File: src/rtl/sha256_msg_schedule.sv
// SHA-256 message schedule: loads one 16-word block, then streams W[0..ROUNDS-1] on a
// valid/ready handshake, generating W[t+16] from a 16-word sliding window.
module sha256_msg_schedule #(
    parameter int ROUNDS = 64,
    parameter int CNT_W  = 6
) (
    input  logic             clk,
    input  logic             rst,
    input  logic             flush,
    input  logic             blk_valid,
    output logic             blk_ready,
    input  logic [31:0]      blk_word,
    output logic             w_valid,
    input  logic             w_ready,
    output logic [31:0]      w_data,
    output logic [CNT_W-1:0] w_round,
    output logic             w_last,
    output logic             busy
);

    localparam logic [1:0] IDLE = 2'd0;
    localparam logic [1:0] LOAD = 2'd1;
    localparam logic [1:0] RUN  = 2'd2;

    logic [1:0]       state;
    logic [3:0]       count;
    logic [CNT_W-1:0] t;
    logic [31:0]      win [16];

    logic             blk_hs;
    logic             w_hs;
    logic             last_round;
    logic [31:0]      w_next;

    function automatic logic [31:0] rotr(input logic [31:0] x, input int n);
        return (x >> n) | (x << (32 - n));
    endfunction

    function automatic logic [31:0] sig0(input logic [31:0] x);
        return rotr(x, 7) ^ rotr(x, 18) ^ (x >> 3);
    endfunction

    function automatic logic [31:0] sig1(input logic [31:0] x);
        return rotr(x, 17) ^ rotr(x, 19) ^ (x >> 10);
    endfunction

    assign blk_ready  = (state == IDLE) || (state == LOAD);
    assign w_valid    = (state == RUN);
    assign blk_hs     = blk_valid && blk_ready;
    assign w_hs       = w_valid && w_ready;
    assign last_round = (t == CNT_W'(ROUNDS - 1));
    assign w_next     = sig1(win[14]) + win[9] + sig0(win[1]) + win[0];

    assign w_data  = w_valid ? win[0] : 32'h0;
    assign w_round = t;
    assign w_last  = w_valid && last_round;
    assign busy    = (state != IDLE);

    // NOTE: all state uses non-blocking assignments so the window shift reads pre-edge values.
    always_ff @(posedge clk) begin
        if (rst) begin
            state <= IDLE;
            count <= 4'd0;
            t     <= '0;
            // NOTE: the window is a register file, not RAM, so clearing it on reset is cheap and gives w_data a defined value.
            for (int i = 0; i < 16; i++) win[i] <= 32'h0;
        end else if (flush) begin
            // Window deliberately left intact; the next load overwrites it slot by slot.
            state <= IDLE;
            count <= 4'd0;
            t     <= '0;
        end else begin
            case (state)
                IDLE, LOAD: begin
                    if (blk_hs) begin
                        for (int i = 0; i < 16; i++) begin
                            if (count == 4'(i)) win[i] <= blk_word;
                        end
                        count <= count + 4'd1;
                        t     <= '0;
                        state <= (count == 4'd15) ? RUN : LOAD;
                    end
                end
                RUN: begin
                    if (w_hs) begin
                        for (int i = 0; i < 15; i++) win[i] <= win[i+1];
                        win[15] <= w_next;
                        if (last_round) begin
                            state <= IDLE;
                            t     <= '0;
                            count <= 4'd0;
                        end else begin
                            t <= t + 1'b1;
                        end
                    end
                end
                default: state <= IDLE;
            endcase
        end
    end

endmodule

File: config.mk
export PLATFORM = sky130hd
export DESIGN_NAME = sha256_msg_schedule
export DESIGN_NICKNAME = d
export VERILOG_FILES = /design/src/rtl/sha256_msg_schedule.sv
export SDC_FILE = /design/constraint.sdc
export NUM_CORES = 1
export LEC_CHECK = 0
export BUFFER_PORTS_ARGS = -buffer_cell sky130_fd_sc_hd__buf_2
export CAP_MARGIN = 20
export CORE_ASPECT_RATIO = 1.2
export CORE_UTILIZATION = 56
export CTS_CLUSTER_DIAMETER = 80
export DETAILED_ROUTE_END_ITERATION = 8
export GPL_TIMING_DRIVEN = 0
export PLACE_DENSITY = 0.69
export SLEW_MARGIN = 20
export SYNTH_ARGS = -nofsm -noshare
export SYNTH_HDL_FRONTEND = slang
export SYNTH_SLANG_ARGS = --single-unit
File: constraint.sdc
create_clock -name clk -period 4.9 [get_ports clk]
set_clock_uncertainty 0.1 [all_clocks]
set_input_delay 0.735 -clock clk [delete_from_list [all_inputs] [get_ports clk]]
set_output_delay 0.735 -clock clk [all_outputs]
set_load 0.02 [all_outputs]
---- After elaboration in Yosys (flattened, before gate mapping) ----
Memory sizes are Yosys's and may differ from the RTL's.
Cells that the tools add are included.
word-level totals
  flip-flop bits (word level) ............. 12
  input bits .............................. 37
  bits in writable memories ............... 512
  memories kept ........................... 1
memories
  name  words  bits a word  rd ports  clocked after Yosys merged registers in  wr ports  RTL line  text
  win   16     32           16        0                                        16        28        logic [31:0] win [16];
cells by class
  reduce and logical (&&, ||, !) cells .... 13
  muxes and demuxes ....................... 149
  eq/ne operators ......................... 21
  $add $sub $neg .......................... 5
  bitwise logic cells ..................... 40
operators by type and width
  operator               count
  $mux W32               33
  $mux W1                103
  $add A32 B32 Y32       3
  $xor A32 B32 Y32       2
  $eq A4 B4 Y1 const B   8
  $or A1 B1 Y1           32
  $or A13 B32 Y32        1
  $or A14 B32 Y32        1
  $or A15 B32 Y32        1
  $or A25 B32 Y32        1
  $xor A32 B22 Y32       1
  $xor A32 B29 Y32       1
  $mux W6                3
  $eq A4 B3 Y1 const B   4
  $mux W4                3
  $pmux W6 S2            1
  $eq A4 B2 Y1 const B   2
  $mux W2                4
  $pmux W4 S2            1
  $add A6 B1 Y6 const B  1
  $eq A6 B6 Y1 const B   1
  $reduce_and A3 Y1      2
  $add A4 B1 Y4 const B  1
  $eq A4 B1 Y1 const B   1
  other kinds (12)       17

---- Depth between registers and ports, before layout ----
Gate-level depths: netlist of run 1.
  depth after elaboration ................. 10
  gate-level depth with buffers ........... 16
  gate-level depth less buffers ........... 16

---- Least setup slack after synthesis of run 1 ----
OpenSTA, ideal clock, no wires.
  kind .................................... flip-flop to flip-flop
  start point ............................. mem win[1][8] (netlist: win[0][40])
  end point ............................... mem win[15][31] (netlist: win[1][255]), data pin
  library setup time ...................... 265 ps
  clock period less this slack ............ 4021 ps
  cell stages (with the launch flop) ...... 17
  arrival ................................. 3655 ps
  path slack .............................. 879 ps
  data required time ...................... 4535 ps
  cell sequence ........................... edfxtp_1 > xnor2_1 > xnor2_1 > fa_1 > inv_1 > fa_1 > inv_1 > ha_1 > inv_1 > fa_1 > nand2b_1 > a21oi_2 > nor2_1 > o311a_4 > o31ai_2 > xnor2_1 > o21ai_1
RTL lines
  what             RTL line
  start, declared  28

==> results of run 1 <==
## layout make-up
type / count / share of cell area (%)
plain buffers: 150 / 2.51
repair buffers: 84 / 1.89
well taps: 616 / 2.65
flip-flops and latches: 524 / 53.7
inverters: 151 / 1.95
clock inverters: 35 / 1.22
clock buffers: 65 / 4.89
multi-input cells: 1267 / 31.2
## cell families after synthesis
| group | count (synthesis) |
|---|---|
| mux | 1 |
| fa+ha+maj | 98 |
| xor+xnor | 148 |
| flops | 524 |
| buf+inv | 301 |
| compound gates | 456 |
| simple gates | 564 |
## state kept, by name, summed over array words and instances, names as in the netlist
register	cells
state	2
win	512
w_round	6
count	4
## power by group through the flow
| stage | Sequential, mW | Clock, mW | Combinational [mW] |
|---|---|---|---|
| 2_1_floorplan | 5.34 | 0 | 2.11 |
| 3_3_place_gp | 5.41 | 0 | 3.04 |
| 3_5_place_dp | 5.41 | 0 | 3.04 |
| 4_1_cts | 5.31 | 4.17 | 3.08 |
| 5_1_grt | 5.33 | 4.34 | 3.44 |
| 6_report | 5.32 | 4.15 | 3.16 |
## metal layers
metal  GRT usage [%]  vias to the layer above  routed length, µm
li1                -                     7822                  -
met2            54.1                      776              36800
met1            42.0                     8758              29400
met4            15.0                        0               3780
met3            4.60                      173               5160
met5               0                        -                  0
## synthesized netlist by cell type, types with 9 or more instances
master    number
nand2_1      417
nand4_1       12
fa_1          62
a22o_1       314
nor2_1        25
xor2_1        30
and3_1        10
inv_1        150
a21o_1        15
nor3_1        38
and2_1         9
xnor2_1      118
dfxtp_1       12
buf_4         24
ha_1          36
nand3_1       22
clkbuf_1      62
o21ai_1       28
edfxtp_1     512
buf_2         62
o21ai_0       20
o21bai_1       9
a21oi_1       35
nand2b_1      11
## timing repair
action | CTS | global route
setup buffers | 0 | 4
endpoints found under the setup margin | 0 | 4
gates resized for setup | 0 | 4
## path summary, 6_finish.rpt
| check | startpoint | to | slack, ns | cells past startpoint |
|---|---|---|---|---|
| worst min-delay path | flush | w_round[4] | 0.31 | 2 |
| worst max-delay path | win[1][220] | win[1][254] | 0.10 | 14 |
| worst min register to register | win[1][188] | win[1][156] | 0.41 | 2 |
| worst max register to register | win[1][220] | win[1][254] | 0.10 | 14 |
## worst max-delay path: cells and delay by family, from the launching register on
| family | cells | cell delay [ns] |
|---|---|---|
| XOR/XNOR | 3 | 1.01 |
| buffers and inverters | 2 | 0.15 |
| AO/OA/AOI/OAI | 6 | 1.47 |
| adder cells (fa/ha/maj) | 3 | 1.24 |
| flip-flops | 1 | 0.54 |
==> results by group, run 1 <==
Outcome
  – Run status: finished, final reports clean

Run
  – Max-Cap Viols: 0

Synthesis
  – Combined area of all synthesized cells: 0.0259 mm²
  – Most area-consuming cells after synthesis: edfxtp_1, a22o_1, nand2_1, fa_1, xnor2_1
  – Fraction of registers with async set/reset: 0%
  – Sequential cell area fraction in the yosys report: 60.2%
  – Top-area cell type share of the netlist area: between 50% and 60%
  – Average cell area after synthesis: 12.4 µm²
  – Syn. warnings: 0
  – Simple logic cell fraction of the synthesized area: a little under a tenth
  – Proportion of synthesized area in mux cells: less than 1%
  – Net Count, Synth: ~2,200
  – Number of distinct library cells after synthesis: roughly 60
  – Number of synthesized register bits: between 500 and 600
  – Number of synthesized flops with an enable pin: 512
  – Combinational family with the most area after synthesis: compound AO/OA/AOI/OAI gates
  – Synth Instances: between 2,000 and 2,500
  – Area fraction in compound gates after synthesis: about 14%
  – Library cell with the largest summed area after synthesis: edfxtp_1
  – Ys flop type: edfxtp_1
  – Post-Synth Adder-Cell Area: 6.53%
  – Synthesized-area fraction occupied by xor and xnor cells: 5.00%

CTS
  – Buffer depth of the longest clock path: 3
  – Clk slew on worst S/H paths: roughly 0.060 ns
  – Hold-fix buffers, CTS: 0
  – Number of levels in the clock H-tree: 2
  – Number of buffers added by the clock tree synthesis step: 54
  – Sink count of the clock tree: 524
  – Buffer cell driving the clock tree root: clkbuf_16
  – Clock tree from TritonCTS: yes
  – Skew-Pair Late Insertion Delay: approximately 0.62 ns

Power
  – Switching share of power: 31.6%
  – Internal power summed over all cells: around 8.6 mW
  – Logic pwr share: 25.0%
  – Worst supply voltage drop on vdd: just under 0.3 mV
  – Portion of total power attributed to the clock network: 32.9%
  – Leak: ~12 nW
  – Post-layout total power: between 10 and 15 mW
  – Power dissipated by switching net loads: between 3 and 4 mW
  – Pwr Density: ~430 mW/mm²
  – Power share of the sequential group: around 42%

Timing
  – Min Tclk post-route: 4.80 ns
  – Remaining max-slew budget at the tightest pin: roughly two fifths
  – Final hold violation count: 0
  – Setup Viol. Count Final: 0
  – RSZ-0062 raised after global routing: no
  – Final sum of negative setup slack: 0 ns
  – Worst Tran Pin Value: slightly above 0.9 ns
  – Final clock period utilization by the worst path: between 90 and 100%
  – Timing-limited maximum frequency: approximately 0.21 GHz
  – Number of slew-limit violations in the final report: 0
  – Smallest setup slack after layout: between 0.1 and 0.15 ns
  – Tightest hold margin: between 0.3 and 0.4 ns

Die
  – Width of the die: 198 µm
  – Initial standard-cell utilization of the core: 56.6%
  – Die Ht: between 200 and 250 µm
  – Core box area: between 0.04 and 0.05 mm²
  – I/O Pins: a little under 80
  – Die Outline Area: between 0.04 and 0.05 mm²
  – Placement Rows: 86

Finish
  – Post-synthesis to final-layout area growth: 12.2%
  – Highest-count cells in the layout ignoring fill and taps: edfxtp_1, nand2_1, a22o_1
  – Commonest non-fill, non-tap cell in the layout: edfxtp_1
  – Layout Nets: approximately 2,400
  – Fraction of final layout cells sized beyond drive strength 1: between 10 and 15%
  – Area taken by multi-input logic gates: between 0.009 and 0.01 mm²
  – Final Core Density: between 60% and 70%
  – Sequential Area: 0.0156 mm²
  – Antenna diode instance count: 0
  – Final design instance area without fill: approximately 0.029 mm²
  – Count of placed standard cells in the final layout, fillers left out: approximately 2,900
  – Layout fillers: around 3,600

Placement
  – GPL Wtd Cong: 0.946
  – I/O Buffers: 72
  – Placed instance count: approximately 2,800
  – Post-DP Area: 0.0273 mm²
  – Pre-CTS setup slack: 0.121 ns
  – Placed wire-length estimate: 58,700 µm

Global route
  – First-pass GRT wire length: between 100,000 and 150,000 µm
  – Maximum number of pins on one net before global-route repair: 33
  – GRT Util Overall: approximately 32%
  – Number of antenna violations at the first check in global routing: 0
  – Via count of the first global-routing pass: around 17,000
  – GR Overflow Total: 0

Detailed routing
  – Ratio of routed vias to standard cells: approximately 6
  – Number of remaining DRC errors: 0
  – Final routed wire length divided by cell count: approximately 26 µm
  – Via count: between 15,000 and 20,000
  – Number of search-and-repair iterations in the first detailed-routing pass: 7
  – Starting DRC count in detailed routing: 1,491
  – Post-route ant nets: 0
  – Routed WL: 75,100 µm

Worst setup path
  – Critical Path RT: a little over 5 ns
  – Cell chain of the critical path: xnor2_1 > xnor2_1 > fa_1 > inv_1 > fa_1 > inv_1 > ha_1 > a21oi_1 > o21ai_1 > a32oi_1 > a211oi_1 > a311oi_1 > xor2_1 > o21ai_1
  – Crit-path max FO: 7
  – Critical Path Slowest Stage Cell: edfxtp_1
  – Startpoint type of the worst setup path: register
  – Worst Path Class, Setup: register to register
  – Worst stage delay on the critical path: 0.54 ns
  – Crit. End Element: register
  – Critical path data arrival time: around 5 ns

Hold path
  – Type of the worst min-delay path: primary input to register
Power figures use the tool's default switching activity.
==> inputs of run 2 (changes only) <==
MAX_ROUTING_LAYER = met4   (was default)
==> run 2 against run 1 <==
Effect of this change:
- final cell count shrank 0.10%
- critical path depth increased by 2
- via count shrank 0.40%
- highest routed layer unchanged
- design area decreased by 0.22%
- first-iteration DRC count up 12%
- largest power group unchanged
- sequential share of layout area increased by 0.12 points
==> results by group, run 2 (synthesis results as in run 1) <==
Power
  – Worst supply voltage drop on vdd: approximately 0.28 mV
  – Leak: between 10 and 15 nW
  – Power share of the sequential group: between 40 and 50%
  – Pwr Density: roughly 430 mW/mm²
  – Logic pwr share: about a quarter
  – Switching share of power: 31.7%
  – Portion of total power attributed to the clock network: around a third
  – Power dissipated by switching net loads: a little under 4 mW
  – Internal power summed over all cells: 8.54 mW

Global route
  – GR Overflow Total: 0
  – Number of antenna violations at the first check in global routing: 1
  – Maximum number of pins on one net before global-route repair: 33
  – First-pass GRT wire length: between 100,000 and 150,000 µm
  – GRT Util Overall: about a third
  – Via count of the first global-routing pass: approximately 17,000

Finish
  – Reg with most FFs: win
  – Layout fillers: 3,520
  – Fraction of final layout cells sized beyond drive strength 1: 12.0%
  – Layout Nets: 2,365
  – Post-synthesis to final-layout area growth: 12.0%
  – Final Core Density: between 60% and 70%
  – Sequential Area: between 0.015 and 0.02 mm²
  – Commonest non-fill, non-tap cell in the layout: edfxtp_1
  – Highest-count cells in the layout ignoring fill and taps: edfxtp_1, nand2_1, a22o_1
  – Final design instance area without fill: 0.0290 mm²
  – Antenna diode instance count: 0
  – Area taken by multi-input logic gates: approximately 0.0091 mm²
  – Number of flip-flops in the largest register: ~510

Outcome
  – Run status: finished, final reports clean

Die
  – Die Ht: around 240 µm
  – Width of the die: just under 200 µm
  – Initial standard-cell utilization of the core: around 57%
  – Placement Rows: 86
  – Core box area: between 0.04 and 0.05 mm²
  – I/O Pins: between 70 and 80
  – Die Outline Area: 0.0472 mm²

Detailed routing
  – Met3 layer wire length in the routed design: approximately 5500 µm
  – Number of remaining DRC errors: 0
  – Uppermost metal layer occupied by signal nets: met4
  – Post-route ant nets: 0
  – Starting DRC count in detailed routing: about 1,700
  – Via count: about 17,000
  – Routed met1 length: slightly below 30,000 µm
  – Routed length on met2: 36,300 µm
  – Routed WL: ~75,000 µm
  – Number of search-and-repair iterations in the first detailed-routing pass: 5
  – Ratio of routed vias to standard cells: 6.04
  – Final routed wire length divided by cell count: roughly 26 µm

Worst setup path
  – Worst Path Class, Setup: register to register
  – Critical path data arrival time: 5.04 ns
  – Startpoint type of the worst setup path: register
  – Cell chain of the critical path: xnor2_1 > xnor2_2 > fa_1 > inv_1 > fa_1 > inv_1 > ha_1 > inv_1 > fa_1 > nand2b_1 > a21oi_2 > nor2_1 > o311a_4 > o31ai_2 > xnor2_1 > o21ai_1
  – Critical Path RT: a little over 5 ns
  – Worst stage delay on the critical path: 0.54 ns
  – Crit-path max FO: 4
  – Critical Path Slowest Stage Cell: edfxtp_1
  – Crit. End Element: register

Timing
  – Worst Tran Pin Value: around 0.83 ns
  – Min Tclk post-route: around 4.8 ns
  – Final sum of negative setup slack: 0 ns
  – Final hold violation count: 0
  – RSZ-0062 raised after global routing: no
  – Timing-limited maximum frequency: 0.209 GHz
  – Remaining max-slew budget at the tightest pin: between 40% and 50%
  – Number of slew-limit violations in the final report: 0
  – Final clock period utilization by the worst path: a little over nine tenths
  – Tightest hold margin: 0.313 ns
  – Setup Viol. Count Final: 0

Hold path
  – Type of the worst min-delay path: primary input to register

CTS
  – Buffer cell driving the clock tree root: clkbuf_16
  – Sink count of the clock tree: roughly 520
  – Hold-fix buffers, CTS: 0
  – Buffer depth of the longest clock path: 3
  – Number of buffers added by the clock tree synthesis step: 53
  – Skew-Pair Late Insertion Delay: ~0.63 ns
  – Clk slew on worst S/H paths: about 0.060 ns
  – Number of levels in the clock H-tree: 2
  – Clock tree from TritonCTS: yes

Placement
  – Post-DP Area: ~0.027 mm²
  – Placed wire-length estimate: 58,700 µm
  – I/O Buffers: just over 70
  – GPL Wtd Cong: just under 1

Run
  – Max-Cap Viols: 0
run 2: changes by cell type in the layout (fill, tap and decap cells not counted), moves of 2 or more:
cell        previous run  this run
clkbuf_1              70        75
clkbuf_8               3         0
clkinv_2              13         8
inv_6                  2         0
clkinvlp_4             3         1
clkinv_4               0         2
buf_4                 28        26
clkinv_1              10        14
run 2: repair_timing:
action | in CTS | in global routing
hold endpoints to repair | 0 | 0
setup endpoints to repair | 0 | 4
gates resized for setup | 0 | 4
buffers inserted | 0 | 2
run 2: metrics by stage:
| stage | std cells | setup WS [ns] | power, mW |
|---|---|---|---|
| CTS | 2887 | 0.0201 | 12.4 |
| floorplan | 2092 | 0.879 | 7.44 |
| detailed placement | 2789 | 0.0512 | 8.46 |
| finish | 2889 | 0.104 | 12.5 |
| global placement | 2780 | 0.0343 | 8.44 |
| global route | 2889 | 0.00447 | 13.0 |
run 2: cell type report:
class / count / area share, %
clock buffers: 67 / 4.82
plain buffers: 150 / 2.52
well taps: 616 / 2.66
clock inverters: 31 / 1.03
multi-input cells: 1267 / 31.3
repair buffers: 83 / 1.94
inverters: 151 / 1.95
flip-flops and latches: 524 / 53.8
run 2: worst max-delay path: cells and delay by family (launching register included):
family,cells,cell delay [ns]
xor+xnor,3,0.69
compound gates,4,1.06
flops,1,0.54
fa+ha+maj,4,1.60
buf+inv,3,0.19
simple gates,2,0.32
run 2: power by group through the flow:
stage | Combinational, mW | Sequential (mW) | Clock, mW
floorplan | 2.11 | 5.34 | 0
global placement | 3.03 | 5.41 | 0
detailed placement | 3.05 | 5.41 | 0
CTS | 3.09 | 5.31 | 4.04
global route | 3.42 | 5.33 | 4.21
finish | 3.17 | 5.32 | 4.02
run 2: path summary, 6_finish.rpt:
check | depth (start not counted) | startpoint | endpoint | slack (ns)
min reg2reg | 2 | win[1][106] | win[1][74] | 0.41
max reg2reg | 16 | win[0][36] | win[1][255] | 0.10
max | 16 | win[0][36] | win[1][255] | 0.10
min | 2 | flush | w_round[4] | 0.31
run 2: layer usage:
metal | track usage (%) | up-vias
met5 | - | -
met4 | 14.3 | 0
met3 | 4.40 | 194
met2 | 54.0 | 759
met1 | 42.7 | 8694
li1 | - | 7812
==> inputs of run 3 (changes only) <==
CAP_MARGIN = default   (was 20)
CORE_UTILIZATION = 55   (was 56)
PLACE_DENSITY = 0.68   (was 0.69)
==> run 3 against run 2 <==
Effect of this change:
- clock power is 5.7% higher
- fmax hardly changed
- via count up 1.1%
- non-clock buffer count rose by 6
- die area rose by 1.8%
- critical path type unchanged
- critical endpoint is now win[1][254]
- largest cell class unchanged
- highest routed layer unchanged
==> results by group, run 3 (synthesis results as in run 1) <==
Outcome
  – Run status: finished, final reports clean

Finish
  – Fraction of final layout cells sized beyond drive strength 1: about an eighth
  – Reg with most FFs: win
  – Layout Nets: approximately 2,400
  – Layout fillers: 3,655
  – Final design instance area without fill: 0.0292 mm²
  – Number of flip-flops in the largest register: 512
  – Highest-count cells in the layout ignoring fill and taps: edfxtp_1, nand2_1, a22o_1
  – Count of placed standard cells in the final layout, fillers left out: 2,894
  – Commonest non-fill, non-tap cell in the layout: edfxtp_1
  – Post-synthesis to final-layout area growth: 12.8%
  – Antenna diode instance count: 0

Worst setup path
  – Critical path data arrival time: between 5 and 6 ns
  – Cell depth of the worst flop-to-flop path: 15
  – Cell chain of the critical path: xnor2_1 > xnor2_1 > fa_1 > inv_1 > fa_1 > inv_1 > ha_1 > buf_2 > a21o_1 > a21o_1 > a21oi_1 > o22ai_1 > a311oi_1 > xor2_1 > o21ai_1
  – Worst Path Class, Setup: register to register
  – Crit-path max FO: 8
  – Crit. End Element: register
  – Startpoint type of the worst setup path: register
  – Critical Path Slowest Stage Cell: fa_1
  – Worst stage delay on the critical path: 0.54 ns
  – Critical Path RT: slightly above 5 ns

Detailed routing
  – Starting DRC count in detailed routing: 1,435
  – Number of remaining DRC errors: 0
  – Routed WL: roughly 77,000 µm
  – Ratio of routed vias to standard cells: 6.10
  – Number of search-and-repair iterations in the first detailed-routing pass: 5
  – Via count: 17,649
  – Post-route ant nets: 0
  – Final routed wire length divided by cell count: between 20 and 30 µm

Timing
  – Setup Viol. Count Final: 0
  – Worst Tran Pin Value: just under 0.9 ns
  – Final hold violation count: 0
  – Timing-limited maximum frequency: around 0.21 GHz
  – Final clock period utilization by the worst path: 97.8%
  – Remaining max-slew budget at the tightest pin: 41.7%
  – Final sum of negative setup slack: 0 ns
  – Number of slew-limit violations in the final report: 0
  – Min Tclk post-route: 4.79 ns

Global route
  – Most Crowded Layer GR: met2
  – GR met3 Demand/Resource: approximately 4.4%
  – Maximum number of pins on one net before global-route repair: 33
  – GR Overflow Total: 0
  – Via count of the first global-routing pass: 17,307
  – Global routing met1 resource utilization: roughly 42%
  – Met2 track utilization from global routing: roughly 55%
  – GRT Util Overall: between 30% and 40%
  – First-pass GRT wire length: 113,000 µm
  – Number of antenna violations at the first check in global routing: 0

Die
  – I/O Pins: 79
  – Die Ht: 240 µm
  – Core box area: 0.0463 mm²
  – Width of the die: about 200 µm
  – Die Outline Area: between 0.04 and 0.05 mm²
  – Initial standard-cell utilization of the core: 56.0%
  – Placement Rows: between 80 and 90

CTS
  – Number of buffers added by the clock tree synthesis step: 53
  – Number of levels in the clock H-tree: 2
  – Buffer depth of the longest clock path: 3
  – Clk slew on worst S/H paths: roughly 0.07 ns
  – Clock tree from TritonCTS: yes
  – Hold-fix buffers, CTS: 0
  – Buffer cell driving the clock tree root: clkbuf_16
  – Skew-Pair Late Insertion Delay: 0.63 ns
  – Sink count of the clock tree: between 500 and 600

Power
  – Leak: roughly 12 nW
  – Worst supply voltage drop on vdd: approximately 0.33 mV
  – Pwr Density: roughly 440 mW/mm²

Run
  – Max-Cap Viols: 0

Placement
  – GPL Wtd Cong: 0.954
  – I/O Buffers: 72
  – Placed instance count: about 2,800
  – Placed wire-length estimate: between 50,000 and 60,000 µm
  – Post-DP Area: 0.0273 mm²

Hold path
  – Type of the worst min-delay path: primary input to register
  – Hold Path Depth: 2
==> run 3: per-stage QoR <==
step	util (%)	hold WS (ns)	setup slack [ns]	total power, mW
6_report	63.2	0.350	0.107	12.8
5_1_grt	63.2	0.344	-0.00425	13.2
4_1_cts	63.0	0.311	0.0454	12.7
3_5_place_dp	59.1	0.400	0.00964	8.46
3_3_place_gp	58.5	0.396	0.0377	8.47
2_1_floorplan	-	0.392	0.879	7.44
==> run 3: worst paths after layout <==
check	start	end	slack (ns)
max	win[1][217]	win[1][254]	0.11
min	flush	w_round[4]	0.35
max reg2reg	win[1][217]	win[1][254]	0.11
min reg2reg	win[1][187]	win[1][155]	0.41
==> run 3: layout make-up <==
| cell class | instances | area (µm²) | share of cell area, % |
|---|---|---|---|
| buffer | 150 | 731 | 2.50 |
| timing repair buffer | 89 | 656 | 2.24 |
| sequential | 524 | 15600 | 53.4 |
| multi-input combinational | 1267 | 9100 | 31.1 |
| clock inverter | 37 | 423 | 1.45 |
| inverter | 151 | 567 | 1.94 |
| tap | 616 | 771 | 2.64 |
| clock buffer | 60 | 1380 | 4.73 |
==> run 3: timing repair <==
item | in CTS | in global routing
setup buffers | 0 | 6
setup endpoints to repair | 1 | 10
gates resized for setup | 1 | 6
pin swaps | 0 | 2
==> run 3: where the power goes <==
group	switching [mW]	total, mW	internal, mW	leakage (nW)
Sequential	0.161	5.32	5.16	5.26
Combinational	2.08	3.19	1.11	5.66
Clock	1.79	4.25	2.45	0.870
Total	4.04	12.8	8.72	11.8
==> run 3: critical path: cells and delay by family, from the launching register on <==
| kind | cells | cell delay [ns] |
|---|---|---|
| AO/OA/AOI/OAI | 6 | 1.46 |
| XOR/XNOR | 3 | 0.95 |
| adder cells (fa/ha/maj) | 3 | 1.16 |
| buffers and inverters | 3 | 0.33 |
| flip-flops | 1 | 0.52 |
==> run 3: layer usage <==
layer	wire (µm)	part of all wire [%]
met1	30400	40
met2	37400	49
met3	5340	7.0
met4	3520	4.6
met5	0	0
